$ cat config.mk
export PLATFORM = sky130hd
export DESIGN_NAME = sdhci_xfer_sequencer
export DESIGN_NICKNAME = d
export VERILOG_FILES = /design/src/rtl/sdhci_xfer_sequencer.sv
export SDC_FILE = /design/constraint.sdc
export NUM_CORES = 1
export LEC_CHECK = 0
export CORE_MARGIN = 3
export CORE_UTILIZATION = 45
export CTS_BUF_LIST = sky130_fd_sc_hd__clkbuf_4
export DETAILED_ROUTE_END_ITERATION = 12
export PLACE_DENSITY_LB_ADDON = 0.05
export REMOVE_ABC_BUFFERS = 1
export SYNTH_ARGS = -nofsm -noshare
export SYNTH_HDL_FRONTEND = slang
export SYNTH_SLANG_ARGS = --single-unit
$ cat constraint.sdc
create_clock -name clk_i -period 1.95 [get_ports clk_i]
set_input_delay 0.39 -clock clk_i [delete_from_list [all_inputs] [get_ports clk_i]]
set_output_delay 0.39 -clock clk_i [all_outputs]
set_load 0.05 [all_outputs]
$ cat src/rtl/sdhci_xfer_sequencer.sv
// Block-by-block SD data transfer sequencer: hands single blocks to the data engine,
// gates host buffer access and maintains Block Count. Optional macro: SDHCI_AUTO_CMD12_EN.
module sdhci_xfer_sequencer (
   input  logic        clk_i,
   input  logic        rst_i,
   input  logic        start_i,
   input  logic        read_i,
   input  logic        multi_block_i,
   input  logic        block_count_enable_i,
   input  logic        auto_cmd12_enable_i,
   input  logic [15:0] block_count_i,
   input  logic [11:0] block_size_i,
   output logic [11:0] dat_block_size_o,
   output logic        dat_start_o,
   input  logic        dat_done_i,
   input  logic        dat_error_i,
   input  logic        buf_full_i,
   input  logic        buf_empty_i,
   input  logic        stop_i,
   output logic [15:0] block_count_o,
   output logic        block_count_we_o,
   output logic        read_transfer_active_o,
   output logic        write_transfer_active_o,
   output logic        buffer_read_enable_o,
   output logic        buffer_write_enable_o,
   output logic        auto_cmd12_req_o,
   input  logic        auto_cmd12_ack_i,
   output logic        error_o,
   output logic        busy_o
);

   typedef enum logic [2:0] {
      IDLE, WR_BUF, WR_XFER, RD_XFER, RD_BUF, NEXT
`ifdef SDHCI_AUTO_CMD12_EN
      , CMD12
`endif
   } state_t;

   state_t      state_reg;
   logic        dir_reg;
   logic        multi_reg;
   logic        cnt_en_reg;
   logic [15:0] count_reg;
   logic [11:0] bsize_reg;
   logic        last_block;

`ifdef SDHCI_AUTO_CMD12_EN
   logic        acmd_reg;
`else
   logic        unused_cmd12;
   assign unused_cmd12 = auto_cmd12_enable_i ^ auto_cmd12_ack_i;
`endif

   // The latched count already reflects the block just finished when NEXT evaluates it.
   assign last_block = !multi_reg || (cnt_en_reg && count_reg == 16'd0) || stop_i;

   assign busy_o                  = (state_reg != IDLE);
   assign read_transfer_active_o  = (state_reg != IDLE) && dir_reg;
   assign write_transfer_active_o = (state_reg != IDLE) && !dir_reg;
   assign buffer_write_enable_o   = (state_reg == WR_BUF);
   assign buffer_read_enable_o    = (state_reg == RD_BUF);
`ifdef SDHCI_AUTO_CMD12_EN
   assign auto_cmd12_req_o        = (state_reg == CMD12);
`else
   assign auto_cmd12_req_o        = 1'b0;
`endif
   assign block_count_o           = count_reg;
   assign dat_block_size_o        = bsize_reg;

   always_ff @(posedge clk_i) begin
      if (rst_i) begin
         state_reg        <= IDLE;
         dir_reg          <= 1'b0;
         multi_reg        <= 1'b0;
         cnt_en_reg       <= 1'b0;
         count_reg        <= 16'd0;
         bsize_reg        <= 12'd0;
         dat_start_o      <= 1'b0;
         block_count_we_o <= 1'b0;
         error_o          <= 1'b0;
`ifdef SDHCI_AUTO_CMD12_EN
         acmd_reg         <= 1'b0;
`endif
      end else begin
         dat_start_o      <= 1'b0;
         block_count_we_o <= 1'b0;
         error_o          <= 1'b0;
         case (state_reg)
            IDLE: begin
               // A zero count with counting enabled is a no-op transfer.
               if (start_i && !(block_count_enable_i && block_count_i == 16'd0)) begin
                  dir_reg    <= read_i;
                  multi_reg  <= multi_block_i;
                  cnt_en_reg <= block_count_enable_i;
                  count_reg  <= block_count_i;
                  bsize_reg  <= block_size_i;
`ifdef SDHCI_AUTO_CMD12_EN
                  acmd_reg   <= auto_cmd12_enable_i;
`endif
                  if (read_i) begin
                     state_reg   <= RD_XFER;
                     dat_start_o <= 1'b1;
                  end else begin
                     state_reg   <= WR_BUF;
                  end
               end
            end
            WR_BUF: begin
               if (buf_full_i) begin
                  state_reg   <= WR_XFER;
                  dat_start_o <= 1'b1;
               end
            end
            WR_XFER, RD_XFER: begin
               if (dat_done_i) begin
                  if (dat_error_i) begin
                     error_o   <= 1'b1;
                     state_reg <= IDLE;
                  end else begin
                     if (multi_reg && cnt_en_reg && count_reg != 16'd0) begin
                        count_reg        <= count_reg - 16'd1;
                        block_count_we_o <= 1'b1;
                     end
                     state_reg <= (state_reg == RD_XFER) ? RD_BUF : NEXT;
                  end
               end
            end
            RD_BUF: begin
               if (buf_empty_i) state_reg <= NEXT;
            end
            NEXT: begin
               if (!last_block) begin
                  if (dir_reg) begin
                     state_reg   <= RD_XFER;
                     dat_start_o <= 1'b1;
                  end else begin
                     state_reg   <= WR_BUF;
                  end
               end else begin
`ifdef SDHCI_AUTO_CMD12_EN
                  state_reg <= (multi_reg && acmd_reg) ? CMD12 : IDLE;
`else
                  state_reg <= IDLE;
`endif
               end
            end
`ifdef SDHCI_AUTO_CMD12_EN
            CMD12: begin
               if (auto_cmd12_ack_i) state_reg <= IDLE;
            end
`endif
            default: state_reg <= IDLE;
         endcase
      end
   end

endmodule

==> summary.txt <==
Status = finished clean
Critical path startpoint category = flip-flop
Slew @ Worst Pin = 0.512 ns
Worst path depth = 1
Layout cells sized above 1 = 30.2%
Buf/Inv on CP = 1
HP Class = in -> reg
Final HPWL DP = 4.73 mm
Most common flop cell mapped by yosys = dfxtp_1
Number of port buffers = 74
Largest net degree at the start of global routing = 23
Worst path arrival time = 1.51 ns
Number of flip-flops in the largest register = 16
Max-cap viol count = 0
Unique masters post-synth = 46
Die ar. = 5390 um2
Grt total ovfl = 0
Worst hold path depth = 3
Root Driver = clkbuf_4
Worst skew pair latency = 0.36 ns
Total Routed Length = 6.62 mm
DR iter-0 viols = 278
Fin crit share = 97.4%
R2R Path End = block_count_o[15]
Sequential fraction of the synthesis area = 36.2%
Worst R2R Start = block_count_o[9]
First-pass detailed-route iteration total = 5
Hold_buf cts = 0
R2R setup slack = 0.06 ns
Drt drc = 0
CTS Buf Count = 5
CP max-delay cell = clkdlybuf4s50_1
Synthesized area = 2050 um2
Vias = 2,349
Number of global-route vias before repair = 2,202
Skew final = 0.00848 ns
Hold EP = block_count_o[8]
Post-synth top area cell = dfxtp_1
Fin nets = 386
Leakage power = 1.46 nW
Initial Util = 48.7%
First-pass GRT wire length = 10.2 mm
Clock Tree Buf Depth = 2
Synth warnings = 0
Mapped Cells = 237
CP max stage delay = 0.81 ns
CP max FO = 2
Reg2reg path depth = 5
Top cell family by delay on the critical path = buffers and inverters
Max IR drop VDD = 0.770 mV
Antenna violations before repair = 0
Min Tclk post-route = 1.90 ns
CTS tree = built
Syn avg cell area = 8.63 um2
Site Rows = 23
Antenna-violating nets left = 0
Critical Path RT = 1.56 ns
Clock transition at path regs = 0.12 ns
Slack of the critical path = 0.0513 ns
Setup Crit Path Kind = reg -> out
GRT Total Usage = 23.8%
Number of diodes = 0
Area growth, synth to finish = 62.8%
Core Region = 4200 um2
GP Congestion = 0.905
Synth area leaders = dfxtp_1 (36%), mux2i_1 (7.8%), o31ai_1 (6.6%), o2bb2ai_1 (6.0%), nor2_1 (4.6%)
Wire per inst = 16.8 um
Die height = 73.4 um
Num ports = 78
Die width = 73.4 um
Number of synthesized flops with an enable pin = 0
Synth top area share = 36.2%
Pwr dens = 1540 nW/um2
Origin of the worst min-delay path = block_count_i[8]
Final Hold Fails = 0
Slew Limit Headroom = 65.8%
Crit end category = output pin
Post-place setup slack = -0.453 ns
Worst-path cell chain = clkdlybuf4s50_1
Max Freq = 527 MHz
RSZ-0062 raised after global routing = true
Flops & latches, synth = 37
Async S/R FF share, synth = 0%
CTS HTree Levels = 2
Final slew viol count = 0
Final setup vio count = 0
Clk sinks = 37
Final TNS setup = 0 ns
Vias per cell = 5.96
where the power goes:
group	leakage, nW	switching, mW	internal [mW]
combinational	1.12	1.98	1.41
clock	0.0389	0.275	0.265
sequential	0.306	0.232	0.967
total	1.46	2.49	2.64
cells by family (layout without fill, tap and decap cells):
group | count (synthesis) | after routing | share of synthesized area [%]
AO/OA/AOI/OAI | 72 | 72 | 25.9
adder cells (fa/ha/maj) | 2 | 2 | 1.22
buffers and inverters | 24 | 131 | 5.87
flip-flops | 37 | 37 | 36.2
multiplexers | 16 | 16 | 7.83
other | 1 | 1 | 0.183
AND/OR/NAND/NOR | 85 | 85 | 22.8
worst register-to-register path, delay by kind of cell, from the launching register on:
| family | cells | cell delay (ns) |
|---|---|---|
| AO/OA/AOI/OAI | 3 | 0.47 |
| flip-flops | 1 | 0.38 |
| AND/OR/NAND/NOR | 2 | 0.92 |
per-stage QoR:
step | hold WS [ns] | power [mW] | std cells | instance area (um2) | util, %
after global routing | 0.389 | 5.41 | 394 | 3330 | 79.2
after floorplan | 0.462 | 3.08 | 218 | 1940 | -
after global placement | 0.470 | 4.25 | 384 | 3050 | 72.6
after detailed placement | 0.485 | 4.28 | 384 | 3050 | 72.6
after CTS | 0.518 | 4.86 | 392 | 3160 | 75.3
final | 0.387 | 5.13 | 394 | 3330 | 79.2
routing by layer:
layer | vias to the layer above | GRT usage [%] | routed length [um]
met2 | 120 | 39.1 | 3240
met4 | 0 | 5.23 | 51
met5 | - | 0 | 0
met3 | 6 | 6.57 | 559
met1 | 1110 | 31.1 | 2780
li1 | 1113 | - | -
area by class of cell:
type	count	area [um2]
inverter	5	18.8
timing repair buffer	118	1100
clock buffer	5	37.5
multi-input combinational	176	1330
fill	286	872
tap	50	62.6
sequential	37	748
clock inverter	3	41.3
cells in the mapped netlist (all sizes together), types with 5 or more instances:
library cell / instances
a21oi: 13
buf: 11
clkbuf: 8
dfxtp: 37
inv: 5
mux2i: 16
nand2: 14
nand3: 5
nor2: 25
nor3: 9
nor3b: 5
nor4: 10
o21ai: 9
o2bb2ai: 14
o31ai: 19
layout by cell type (no fill, tap or decap), types with 3 or more instances in the layout:
master,count
dfxtp_1,31
buf_6,4
o31ai_1,7
inv_1,5
nor4_1,4
nor3b_1,4
clkbuf_4,5
nor3_1,8
a21oi_1,13
o31ai_4,3
o31ai_2,9
buf_12,3
buf_4,57
nor4_2,5
dfxtp_2,6
dlymetal6s2s_1,10
nor2_1,25
or3_1,3
nand2_1,14
o2bb2ai_1,14
o21ai_0,9
mux2i_1,16
nand3_1,5
o41ai_1,4
clkdlybuf4s50_1,42
worst max-delay path by stage:
stage                              from                   to  slack (ns)
finish              dat_block_size_o[7]  dat_block_size_o[7]        0.05
global route           block_count_o[8]    block_count_o[15]       -0.02
CTS                    block_count_i[9]    block_count_o[15]      0.0006
detailed placement     block_count_i[8]         state_reg[2]       -0.45
global placement       block_count_i[8]         state_reg[1]       -0.41
floorplan              block_count_o[0]    block_count_o[12]       -0.43
timing repair:
| action | in CTS | in global routing |
|---|---|---|
| gates cloned | 0 | 0 |
| pin swaps | 1 | 8 |
| setup buffers | 0 | 2 |
| resized for setup | 9 | 38 |
| setup endpoints to repair | 20 | 40 |
No activity file was read; power rests on OpenSTA's default activity.
